--- config.mk ---
export PLATFORM = sky130hd
export DESIGN_NAME = image_loader
export DESIGN_NICKNAME = d
export VERILOG_FILES = /design/src/rtl/image_loader.sv
export SDC_FILE = /design/constraint.sdc
export NUM_CORES = 1
export LEC_CHECK = 0
export ABC_AREA = 1
export CAP_MARGIN = 30
export CORE_ASPECT_RATIO = 1.5
export CORE_MARGIN = 1
export CORE_UTILIZATION = 35
export CTS_CLUSTER_SIZE = 30
export DETAILED_ROUTE_END_ITERATION = 6
export PLACE_DENSITY = 0.64
export RECOVER_POWER = 50
export SLEW_MARGIN = 30
export SYNTH_ARGS = -nofsm -noshare
export SYNTH_HDL_FRONTEND = slang
export SYNTH_SLANG_ARGS = --single-unit
--- constraint.sdc ---
create_clock -name clk -period 5.6 [get_ports clk]
set_clock_uncertainty 0.1 [all_clocks]
set_input_delay 0.56 -clock clk [delete_from_list [all_inputs] [get_ports clk]]
set_output_delay 0.56 -clock clk [all_outputs]
set_load 0.01 [all_outputs]
--- src/rtl/image_loader.sv ---
// Host-side image writer: packs byte pairs into 16-bit pixels, fills image memory,
// launches one inference and returns the category (or -1 on timeout) to the host.
module image_loader #(
  parameter int unsigned IMG_WORDS   = 784,
  parameter int unsigned ADDR_W      = 16,
  parameter int unsigned TIMEOUT_CYC = 65535
) (
  input  logic                clk,
  input  logic                reset,
  input  logic [7:0]          in_byte,
  input  logic                in_valid,
  output logic                in_ready,
  output logic [ADDR_W-1:0]   mem_addr,
  output logic [15:0]         mem_data,
  output logic                mem_we,
  output logic                start_net,
  input  logic                one_end,
  input  logic signed [3:0]   categories,
  output logic signed [3:0]   result,
  output logic                result_valid,
  output logic                timeout,
  output logic [15:0]         img_count
);

  localparam int unsigned        TCNT_W    = $clog2(TIMEOUT_CYC + 1);
  localparam logic [ADDR_W-1:0]  LAST_ADDR = ADDR_W'(IMG_WORDS - 1);
  localparam logic [TCNT_W-1:0]  TCNT_LAST = TCNT_W'(TIMEOUT_CYC - 1);

  typedef enum logic [1:0] {LOAD, WRITE, START, RUN} state_t;

  state_t             state;
  logic               phase_high;
  logic [7:0]         low_byte;
  logic [ADDR_W-1:0]  ptr;
  logic [TCNT_W-1:0]  tcnt;
  logic [TCNT_W-1:0]  tcnt_inc;

  assign tcnt_inc = tcnt + TCNT_W'(1);

  // Single FSM; every output is a register. Strobes default low each cycle.
  always_ff @(posedge clk) begin
    if (reset) begin
      state        <= LOAD;
      phase_high   <= 1'b0;
      low_byte     <= 8'd0;
      ptr          <= '0;
      tcnt         <= '0;
      in_ready     <= 1'b0;
      mem_addr     <= '0;
      mem_data     <= 16'd0;
      mem_we       <= 1'b0;
      start_net    <= 1'b0;
      result       <= 4'sd0;
      result_valid <= 1'b0;
      timeout      <= 1'b0;
      img_count    <= 16'd0;
    end else begin
      mem_we       <= 1'b0;
      start_net    <= 1'b0;
      result_valid <= 1'b0;
      case (state)
        LOAD: begin
          in_ready <= 1'b1;
          if (in_valid && in_ready) begin
            if (!phase_high) begin
              low_byte   <= in_byte;
              phase_high <= 1'b1;
            end else begin
              mem_data   <= {in_byte, low_byte};
              mem_addr   <= ptr;
              phase_high <= 1'b0;
              in_ready   <= 1'b0;
              mem_we     <= 1'b1;
              state      <= WRITE;
            end
          end
        end
        WRITE: begin
          if (ptr == LAST_ADDR) begin
            ptr       <= '0;
            start_net <= 1'b1;
            state     <= START;
          end else begin
            ptr      <= ptr + ADDR_W'(1);
            in_ready <= 1'b1;
            state    <= LOAD;
          end
        end
        START: begin
          timeout <= 1'b0;
          tcnt    <= '0;
          state   <= RUN;
        end
        RUN: begin
          tcnt <= tcnt_inc;
          // A completion in the expiry cycle takes precedence over the abort.
          if (one_end) begin
            result       <= categories;
            result_valid <= 1'b1;
            img_count    <= img_count + 16'd1;
            in_ready     <= 1'b1;
            state        <= LOAD;
          end else if (tcnt_inc == TCNT_LAST) begin
            result       <= -4'sd1;
            timeout      <= 1'b1;
            result_valid <= 1'b1;
            img_count    <= img_count + 16'd1;
            in_ready     <= 1'b1;
            state        <= LOAD;
          end
        end
        default: state <= LOAD;
      endcase
    end
  end

endmodule

==> impl_results.md, run 1 <==
- Net count of the mapped netlist: 665
- H-tree depth reported by CTS: 3
- Clock network latency to the later pin of the worst-skew pair: 340 ps
- Mux cell area share after synthesis: 0%
- Data required time of the worst path: 5750 ps
- Vias: 4373
- Antenna violations before repair: 0
- Category of the critical setup timing path: primary input to flip-flop
- Total number of yosys warnings: 0
- Synth Area in Compound Gates: 9.727%
- Standard-cell rows: 50
- Number of top-level design ports: 73
- Overall routing resource usage: 17.71%
- Clock tree from TritonCTS: yes
- Most common library cell in the layout ignoring fill and taps: sky130_fd_sc_hd__nand2_1
- Horiz. Die Dim: 95.40 µm
- Synthesized netlist cell count: 645
- Largest net degree at the start of global routing: 44
- Setup repair after global routing missed its margin: false
- Layout area overhead: 24.02%
- Fin Setup TNS: 0 ps
- Placeable core region: 0.01264 mm²
- Fraction of the mapped netlist area in adder cells: 1.093%
- Number of buffers inserted to repair setup after CTS: 0
- Setup slack after placement: 2539 ps
- Nature of the critical path endpoint: flip-flop
- Port bufs: 72
- Maximum net fanout on the critical path: 33
- Maximum Capacitance Violations: 0
- Max Root-Sink Buffers: 2
- Peak ir drop on the vdd network: 153.7 µV
- Most used cells in the layout excluding fill and tap cells: sky130_fd_sc_hd__nand2_1 (149), sky130_fd_sc_hd__dfxtp_1 (100), sky130_fd_sc_hd__nand3_1 (94)
- Netlist area before placement: 0.004579 mm²
- Number of global-route vias before repair: 4151
- Floorplan die area: 0.01356 mm²
- Minimum setup slack in the final design: 2860 ps
- Net count of the finished layout: 728
- Lkg Pwr: 2.395 nW
- Dominant combinational cell family by area after synthesis: simple AND/OR/NAND/NOR gates
- Slew margin rel.: 21.02%
- Number of buffers added by the clock tree synthesis step: 9
- Clock root buffer master: sky130_fd_sc_hd__clkbuf_16
- Origin of the worst setup path: in_valid
- Data arrival time of the critical path: 2890 ps
- Via count normalized by instance count: 5.032
- Quantity of hold-fixing buffers added after cts: 0
- Power density over cell area: 236.4 mW/mm²
- Run status: finished clean
- CP Launch Type: primary input
- Synthesized-area fraction occupied by xor and xnor cells: 3.251%
- Mean instance size in the synthesized netlist: 7.100 µm²
- Simple-gate portion of the synthesized area: 34.64%
- Leading area contributor after synthesis: sky130_fd_sc_hd__dfxtp_1
- Post-route ant nets: 0
- Mean routed wirelength per cell: 13.08 µm
- Share of the clock period used by the worst path: 48.92%
- Post-route total power: 1.343 mW
- Die extent in y: 142.1 µm
- Clk slew on worst S/H paths: 70 ps
- Antenna fix cells: 0
- Maximum clock frequency: 365.0 MHz
- Post-cts gate resize count: 0
- Gpl congestion: 0.8576
- Min-delay worst type: flip-flop to flip-flop
- Startpoint of the lowest-slack hold path: low_byte[4]$_SDFFE_PP0P_
- Top cell type's share of synthesized area: 43.72%
- Starting density of the core: 36.24%
- Number of hold violations in the final report: 0
- Number of different library cells in the post-synthesis netlist: 37
- Count of pins over their slew limit: 0
- TritonCTS sink count: 100
- First-pass GRT wire length: 19280 µm
- Layout cell share with drive strength beyond 1: 5.189%
- Total overflow reported by the global router: 0
- Layout Utilization: 44.94%
- Starting DRT DRC Count: 156
- HPWL after DPL: 8129 µm
- Clock period minus final worst setup slack: 2740 ps
- First drt pass iteration count: 4
- Cells taking the most area after synthesis: sky130_fd_sc_hd__dfxtp_1 (44%), sky130_fd_sc_hd__nand2_1 (12%), sky130_fd_sc_hd__nand3_1 (10%), sky130_fd_sc_hd__nor2_1 (5.0%), sky130_fd_sc_hd__inv_1 (4.8%)
- Aggregate routed wire length: 11370 µm
- Part of the Yosys area used for sequential elements: 43.72%
- Final number of setup-violating endpoints: 0
- Flops & latches, synth: 100
- Slew at the pin closest to its max-slew limit: 1185 ps
- Remaining routing DRC violations: 0
==> kinds of logic (layout without fill, tap and decap cells) <==
logic type | Yosys count | in the layout
AOI/OAI and AO/OA | 85 | 85
buffers and inverters | 87 | 155
adders and majority gates | 4 | 4
and+or+nand+nor | 352 | 352
DFF | 100 | 100
xor gates and xnor gates | 17 | 17
==> worst max-delay path, cell delays in order <==
cell                              delay [ps]
sky130_fd_sc_hd__clkdlybuf4s50_1         490
sky130_fd_sc_hd__nand4_1                 170
sky130_fd_sc_hd__nor2_1                  150
sky130_fd_sc_hd__clkinv_1                 70
sky130_fd_sc_hd__buf_4                   240
sky130_fd_sc_hd__nor2_2                  550
sky130_fd_sc_hd__inv_1                   370
sky130_fd_sc_hd__o21ai_0                 270
==> Yosys cell counts <==
| cell type | n |
|---|---|
| sky130_fd_sc_hd__nand2_4 | 2 |
| sky130_fd_sc_hd__o21a_1 | 2 |
| sky130_fd_sc_hd__clkbuf_1 | 19 |
| sky130_fd_sc_hd__or3_1 | 1 |
| sky130_fd_sc_hd__nor4_1 | 3 |
| sky130_fd_sc_hd__nor3_2 | 1 |
| sky130_fd_sc_hd__nand4_1 | 13 |
| sky130_fd_sc_hd__dfxtp_1 | 100 |
| sky130_fd_sc_hd__buf_4 | 1 |
| sky130_fd_sc_hd__inv_1 | 59 |
| sky130_fd_sc_hd__nand3b_1 | 1 |
| sky130_fd_sc_hd__nor2_1 | 61 |
| sky130_fd_sc_hd__buf_2 | 1 |
| sky130_fd_sc_hd__or2_2 | 1 |
| sky130_fd_sc_hd__xnor2_1 | 7 |
| sky130_fd_sc_hd__nor3_1 | 11 |
| sky130_fd_sc_hd__ha_1 | 4 |
| sky130_fd_sc_hd__a211oi_1 | 2 |
| sky130_fd_sc_hd__nor2_2 | 5 |
| sky130_fd_sc_hd__o21ai_1 | 1 |
| sky130_fd_sc_hd__nand2_2 | 4 |
| sky130_fd_sc_hd__nor2_8 | 1 |
| sky130_fd_sc_hd__clkbuf_4 | 1 |
| sky130_fd_sc_hd__nand2_1 | 149 |
| sky130_fd_sc_hd__inv_2 | 2 |
| sky130_fd_sc_hd__a31oi_1 | 2 |
| sky130_fd_sc_hd__o21ai_0 | 34 |
| sky130_fd_sc_hd__clkinv_1 | 3 |
| sky130_fd_sc_hd__buf_8 | 1 |
| sky130_fd_sc_hd__nor2_4 | 1 |
| sky130_fd_sc_hd__and3_1 | 2 |
| sky130_fd_sc_hd__xor2_1 | 10 |
| sky130_fd_sc_hd__nand3_1 | 94 |
| sky130_fd_sc_hd__o21ai_2 | 1 |
| sky130_fd_sc_hd__nand3_2 | 2 |
| sky130_fd_sc_hd__a21oi_1 | 42 |
| sky130_fd_sc_hd__a2bb2oi_1 | 1 |
==> registers in the layout, summed over array words and instances (netlist names), named ones only <==
register / cells
timeout: 1
phase_high: 1
start_net: 1
tcnt: 16
in_ready: 1
state: 1
mem_addr: 16
ptr: 16
img_count: 16
result: 4
low_byte: 8
result_valid: 1
mem_we: 1
mem_data: 16
==> per-stage QoR <==
step	std cells	hold WS [ps]	cell area (µm²)
5_1_grt	869	367.2	5679
2_1_floorplan	645	313.6	4579
3_3_place_gp	853	335.7	5411
4_1_cts	869	350.3	5683
6_report	869	344.2	5679
3_5_place_dp	853	334.3	5411
==> cell type report <==
class                   instances  area [µm²]
inverters                      64       240.2
multi-input cells             458        2231
clock inverters                 5       38.79
well taps                     156       195.2
clock buffers                  11       232.7
fillers                      1299        6958
flip-flops and latches        100        2002
repair buffers                 75       739.5
==> final timing paths <==
path	end	cells after the start	slack, ps
setup / recovery	mem_addr[5]$_SDFFE_PP0P_	8	2860
hold / removal	mem_data[4]$_SDFFE_PP0P_	2	340
setup reg to reg	mem_addr[5]$_SDFFE_PP0P_	8	2890
hold reg to reg	mem_data[4]$_SDFFE_PP0P_	2	340
==> power breakdown <==
group / internal [mW] / total, mW / leakage (nW) / switching, mW
Clock: 0.303 / 0.571 / 0.130 / 0.268
Sequential: 0.718 / 0.723 / 0.807 / 0.00415
Combinational: 0.0187 / 0.0492 / 1.46 / 0.0305
Total: 1.04 / 1.34 / 2.39 / 0.302
==> layer usage <==
| metal | part of all wire (%) | track usage [%] | routed length [µm] | vias up |
|---|---|---|---|---|
| met1 | 43 | 21.39 | 4935 | 2031 |
| met4 | 1.9 | 5.970 | 213 | 0 |
| met2 | 51 | 30.90 | 5759 | 88 |
| met3 | 4.0 | 3.365 | 459 | 18 |
| met5 | 0 | 0 | 0 | - |
| li1 | - | - | - | 2236 |
Power figures use the tool's default switching activity.
==> run 2: changes to the inputs <==
PLACE_DENSITY = 0.66   (was 0.64)
clock period = 2.45 ns   (was 5.6 ns; I/O delays follow)
==> impl_results.md, run 2 (synthesis gave the netlist of run 1 again) <==
- Min-delay worst type: flip-flop to flip-flop
- Power density over cell area: 530.9 mW/mm² (+120%)
- Via count normalized by instance count: 5.097 (+1.3%)
- Critical Path Max Stage Delay: 380 ps (-170 ps)
- Starting DRT DRC Count: 154 (-1.3%)
- Number of buffers added by the clock tree synthesis step: 9 (unchanged)
- Final number of setup-violating endpoints: 0 (unchanged)
- Layout cell share with drive strength beyond 1: 6.371% (+1.2 points)
- Origin of the worst setup path: tcnt[1]$_SDFFE_PP0P_
- Clock tree from TritonCTS: yes
- Buffers and inverters on the worst path: 0 (-4)
- Nature of the critical path endpoint: flip-flop
- First drt pass iteration count: 5 (+1)
- Layout area overhead: 25.85%
- Data arrival time of the critical path: 2370 ps (-520 ps)
- Share of the clock period used by the worst path: 91.18%
- Maximum clock frequency: 447.7 MHz
- Clk slew on worst S/H paths: 70 ps (about the same)
- Port bufs: 72 (unchanged)
- Family with the most delay on the worst path: simple AND/OR/NAND/NOR gates
- Run status: finished clean
- Worst hold-check slack: 344.7 ps (+0.5360 ps)
- Number of hold violations in the final report: 0 (unchanged)
- Floorplan die area: 0.01356 mm² (unchanged)
- Maximum Capacitance Violations: 0 (unchanged)
- Die extent in y: 142.1 µm (unchanged)
- Critical Path, Cell by Cell: ha_2 > nand2_2 > nor2_4 > nand2_1 > nand2_1 > nand3_1 > nor2_1 > nand2_1 > nor2_1 > nand3_4 > nand2_2 > nand2_1 > nand2_1 > nor2_1
- Antenna violations before repair: 0 (unchanged)
- Antenna fix cells: 0 (unchanged)
- Number of global-route vias before repair: 4406 (+6.1%)
- Hold-critical path depth: 2 (unchanged)
- Vias: 4475 (+2.3%)
- Most used cells in the layout excluding fill and tap cells: sky130_fd_sc_hd__nand2_1 (148), sky130_fd_sc_hd__dfxtp_1 (99), sky130_fd_sc_hd__nand3_1 (94)
- Standard-cell rows: 50 (unchanged)
- Total overflow reported by the global router: 0 (unchanged)
- R2R Path End: img_count[1]$_SDFFE_PP0P_
- Post-route total power: 3.059 mW (+130%)
- Slew margin rel.: 70.51% (+49 points)
- Highest-delay cell along the critical path: sky130_fd_sc_hd__dfxtp_2
- Net count of the finished layout: 737 (+1.2%)
- Layout Utilization: 45.60% (+0.66 points)
- Cell type with the highest occurrence count on the critical path: sky130_fd_sc_hd__nand2_1
- Fin Setup TNS: 0 ps (unchanged)
- Horiz. Die Dim: 95.40 µm (unchanged)
- Reg-to-reg critical path startpoint: tcnt[1]$_SDFFE_PP0P_
- Gpl congestion: 0.9069 (+5.7%)
- Peak ir drop on the vdd network: 376.0 µV (+140%)
- Placeable core region: 0.01264 mm² (unchanged)
- Hold path endpoint: mem_data[5]$_SDFFE_PP0P_
- Number of top-level design ports: 73 (unchanged)
- HPWL after DPL: 8432 µm (+3.7%)
- CP Launch Type: flip-flop
- Aggregate routed wire length: 11780 µm (+3.6%)
- Max Root-Sink Buffers: 2 (unchanged)
- First-pass GRT wire length: 19710 µm (+2.3%)
- Category of the critical setup timing path: flip-flop to flip-flop
- Worst reg-to-reg setup slack: 220 ps (-2670 ps)
- Lkg Pwr: 2.267 nW (-5.3%)
- H-tree depth reported by CTS: 3 (unchanged)
- Clock period minus final worst setup slack: 2234 ps
- Count of pins over their slew limit: 0 (unchanged)
- Maximum net fanout on the critical path: 15 (-55%)
- Starting density of the core: 36.24% (unchanged)
- Most common library cell in the layout ignoring fill and taps: sky130_fd_sc_hd__nand2_1
- TritonCTS sink count: 100 (unchanged)
- Startpoint of the lowest-slack hold path: low_byte[5]$_SDFFE_PP0P_
- Remaining routing DRC violations: 0 (unchanged)
- Clock root buffer master: sky130_fd_sc_hd__clkbuf_16
- Largest net degree at the start of global routing: 44 (unchanged)
- Post-route ant nets: 0 (unchanged)
- Clock network latency to the later pin of the worst-skew pair: 340 ps (about the same)
- Slew at the pin closest to its max-slew limit: 442.3 ps (-742.4 ps)
- Overall routing resource usage: 18.26% (+0.55 points)
- Data required time of the worst path: 2590 ps (-3160 ps)
- Mean routed wirelength per cell: 13.41 µm (+2.5%)
- Worst r2r path cells: 14 (+6)
- Quantity of hold-fixing buffers added after cts: 0 (unchanged)
- Fill cell count: 1324 (+1.9%)
[run 2: cell types whose count changed in the layout (fill, tap and decap cells not counted), sizes merged]
| cell | previous run | this run |
|---|---|---|
| buf | 2 | 11 |
| clkbuf | 12 | 14 |
| clkdlybuf4s50 | 14 | 64 |
| clkinv | 7 | 5 |
| clkinvlp | 1 | 0 |
| dlygate4sd3 | 58 | 8 |
| inv | 61 | 62 |
[run 2: cell type report]
cell class,count,area [µm²],area share [%]
Tap cell,156,195.2,3.387
Clock inverter,3,22.52,0.3908
Multi-Input combinational cell,458,2255,39.12
Clock buffer,13,240.2,4.168
Timing Repair Buffer,84,807.0,14.00
Inverter,64,240.2,4.168
Sequential cell,100,2003,34.76
[run 2: worst reg2reg max path: cells and delay by family, from the launching register on]
family | cells | cell delay [ps]
DFF | 1 | 380
adders and majority gates | 1 | 220
and+or+nand+nor | 13 | 1440
[run 2: timing repair]
item,4_1_cts,5_1_grt
endpoints found under the setup margin,0,13
resized for setup,0,6
buffers inserted,0,1
[run 2: worst max path at each step]
stage	endpoint	cells after the start	slack, ps
after global placement	img_count[1]$_SDFFE_PP0P_	14	190
final	img_count[1]$_SDFFE_PP0P_	14	220
after global routing	img_count[1]$_SDFFE_PP0P_	14	-9
after floorplan	img_count[10]$_SDFFE_PP0P_	13	500
after CTS	img_count[1]$_SDFFE_PP0P_	14	60
after detailed placement	img_count[1]$_SDFFE_PP0P_	14	60
[run 2: layer usage]
metal	vias to the layer above	GRT usage, %	share of wire [%]
li1	2248	-	-
met1	2089	20.40	41
met2	114	32.11	52
met3	24	4.487	4.3
met4	0	8.091	2.7
met5	-	0	0
[run 2: power breakdown]
group	leakage, nW	internal, mW	switching [mW]
Combinational	1.33	0.0488	0.0709
Clock	0.128	0.694	0.594
Sequential	0.808	1.64	0.00937
Total	2.27	2.39	0.674
[run 2: per-stage QoR]
step / instance area (µm²) / setup WS (ps) / cells
2_1_floorplan: 4579 / 496.9 / 645
3_3_place_gp: 5472 / 186.3 / 861
3_5_place_dp: 5472 / 58.39 / 861
4_1_cts: 5734 / 57.38 / 877
5_1_grt: 5763 / -9.118 / 878
6_report: 5763 / 216.1 / 878
==> run 3: changes to the inputs <==
CORE_ASPECT_RATIO = unset   (was 1.5)
PLACE_DENSITY = 0.64   (was 0.66)
clock period = 2.75 ns   (was 2.45 ns; I/O delays follow)
==> impl_results.md, run 3 (synthesis gave the netlist of run 1 again) <==
- Run status: finished clean
- Critical Path, Cell by Cell: ha_1 > nand2_2 > nor2_4 > nand2_1 > nand2_1 > nand3_1 > nor2_1 > nand2_1 > nor2_1 > nand3_4 > nand2_1 > nand2_1 > nand2_1 > nor2_1
- Internal Pwr Total: 2.136 mW (-10%)
- Mean routed wirelength per cell: 12.96 µm (-3.4%)
- Clock period minus final worst setup slack: 2417 ps (+183.5 ps)
- Starting density of the core: 36.14% (-0.097 points)
- Critical Path Max Stage Delay: 440 ps (+60 ps)
- Number of hold violations in the final report: 0 (unchanged)
- Number of global-route vias before repair: 4172 (-5.3%)
- Remaining routing DRC violations: 0 (unchanged)
- Family with the most delay on the worst path: simple AND/OR/NAND/NOR gates
- Min-delay worst type: flip-flop to flip-flop
- Share of the clock period used by the worst path: 87.90% (-3.3 points)
- Antenna violations before repair: 0 (unchanged)
- Total overflow reported by the global router: 0 (unchanged)
- Setup repair after global routing missed its margin: false
- Final number of setup-violating endpoints: 0 (unchanged)
- Lkg Pwr: 2.396 nW (+5.7%)
- Count of pins over their slew limit: 0 (unchanged)
- Most used cells in the layout excluding fill and tap cells: sky130_fd_sc_hd__nand2_1 (152), sky130_fd_sc_hd__dfxtp_1 (100), sky130_fd_sc_hd__nand3_1 (95)
- First drt pass iteration count: 5 (unchanged)
- Post-route ant nets: 0 (unchanged)
- Clock root buffer master: sky130_fd_sc_hd__clkbuf_16
- Clock network power share: 43.9% (+1.8 points)
- Nature of the critical path endpoint: flip-flop
- Part of the total power dissipated in sequential elements: 52.5% (-1.5 points)
- Number of buffers inserted to repair setup after CTS: 0 (unchanged)
- Via count normalized by instance count: 4.956 (-2.8%)
- Power density over cell area: 488.4 mW/mm² (-8.0%)
- Net count of the finished layout: 732 (-0.68%)
- Layout cell share with drive strength beyond 1: 5.160% (-1.2 points)
- Peak ir drop on the vdd network: 378.4 µV (+0.65%)
- H-tree depth reported by CTS: 3 (unchanged)
- Die extent in y: 116.4 µm (-18%)
- HPWL after DPL: 8060 µm (-4.4%)
- Data required time of the worst path: 2890 ps (+300 ps)
- Gpl congestion: 0.8773 (-3.3%)
- Vias: 4406 (-1.5%)
- CP Launch Type: flip-flop
- Antenna fix cells: 0 (unchanged)
- Fin Setup TNS: 0 ps (unchanged)
- Maximum clock frequency: 413.7 MHz (-7.6%)
- Most common library cell in the layout ignoring fill and taps: sky130_fd_sc_hd__nand2_1
- Data arrival time of the critical path: 2560 ps (+190 ps)
- Clock tree from TritonCTS: yes
- Number of top-level design ports: 73 (unchanged)
- Port bufs: 72 (unchanged)
- Buffers and inverters on the worst path: 0 (unchanged)
- Worst hold-check slack: 351.5 ps (+6.831 ps)
- Maximum net fanout on the critical path: 15 (unchanged)
- Highest-delay cell along the critical path: sky130_fd_sc_hd__dfxtp_1
- Standard-cell rows: 41 (-18%)
- Category of the critical setup timing path: flip-flop to flip-flop
- Max Root-Sink Buffers: 2 (unchanged)
- First-pass GRT wire length: 19630 µm (-0.42%)
- Layout area overhead: 25.38%
- Gate power share: 3.7% (-0.2 points)
- Clock network latency to the later pin of the worst-skew pair: 350 ps (about the same)
- Floorplan die area: 0.01355 mm² (about the same)
- Aggregate routed wire length: 11520 µm (-2.2%)
- Switching component of the power: 667.9 µW (-0.88%)
- Number of buffers added by the clock tree synthesis step: 9 (unchanged)
- Cell type with the highest occurrence count on the critical path: sky130_fd_sc_hd__nand2_1
- Overall routing resource usage: 18.17% (-0.090 points)
- Placeable core region: 0.01267 mm² (+0.27%)
- TritonCTS sink count: 100 (unchanged)
- Largest net degree at the start of global routing: 44 (unchanged)
- Horiz. Die Dim: 116.4 µm (+22%)
- Fraction of power spent switching nets: 23.82% (+1.8 points)
- Starting DRT DRC Count: 253 (+64%)
- Maximum Capacitance Violations: 0 (unchanged)
- Slew at the pin closest to its max-slew limit: 458.0 ps (+15.63 ps)
- Clk slew on worst S/H paths: 70 ps (about the same)
- Slew margin rel.: 69.44% (-1.1 points)
-- run 3: cell type report --
| class | count | area (µm²) |
|---|---|---|
| flip-flops and latches | 100 | 2002 |
| inverters | 64 | 240.2 |
| clock buffers | 10 | 229.0 |
| fillers | 1273 | 6929 |
| well taps | 172 | 215.2 |
| clock inverters | 6 | 60.06 |
| repair buffers | 79 | 769.5 |
| multi-input cells | 458 | 2226 |
-- run 3: tightest hold or removal path, stage by stage, from the launching register on --
cell	delay [ps]
sky130_fd_sc_hd__dfxtp_1	320
sky130_fd_sc_hd__nand2_1	60
sky130_fd_sc_hd__nand2_1	40
-- run 3: timing repair --
item	in CTS	in global routing
gates resized for setup	0	2
setup endpoints to repair	0	21
hold buffers	0	0
endpoints found under the hold margin	0	0
-- run 3: path summary, 6_finish.rpt --
| kind | startpoint | endpoint | slack [ps] | cells past startpoint |
|---|---|---|---|---|
| worst min-delay path | low_byte[2]$_SDFFE_PP0P_ | mem_data[2]$_SDFFE_PP0P_ | 350 | 2 |
| worst max register to register | tcnt[0]$_SDFFE_PP0P_ | img_count[1]$_SDFFE_PP0P_ | 330 | 14 |
| worst max-delay path | tcnt[0]$_SDFFE_PP0P_ | img_count[1]$_SDFFE_PP0P_ | 330 | 14 |
| worst min register to register | low_byte[2]$_SDFFE_PP0P_ | mem_data[2]$_SDFFE_PP0P_ | 350 | 2 |
-- run 3: metal layers --
layer	wire length, µm	track usage (%)	share of wire [%]
met2	5389	29.47	47
met1	5258	23.51	46
met5	0	0	0
met3	788	5.553	6.8
met4	84	4.444	0.73
-- run 3: power by group through the flow --
stage	logic [mW]	clock network, mW	registers (mW)
floorplan	0.0546	0	1.50
detailed placement	0.105	0	1.50
finish	0.103	1.23	1.47
global placement	0.104	0	1.50
CTS	0.106	1.26	1.47
global route	0.116	1.32	1.47
-- run 3: per-stage QoR --
stage / area [µm²] / instances / total power [mW] / utilization, % / setup WS [ps]
final: 5742 / 889 / 2.804 / 45.31 / 332.7
after global routing: 5742 / 889 / 2.905 / 45.31 / 23.20
after CTS: 5751 / 889 / 2.839 / 45.38 / 250.2
after detailed placement: 5461 / 873 / 1.610 / 43.10 / 179.0
after global placement: 5461 / 873 / 1.609 / 43.10 / 333.6
after floorplan: 4579 / 645 / 1.559 / - / 796.9
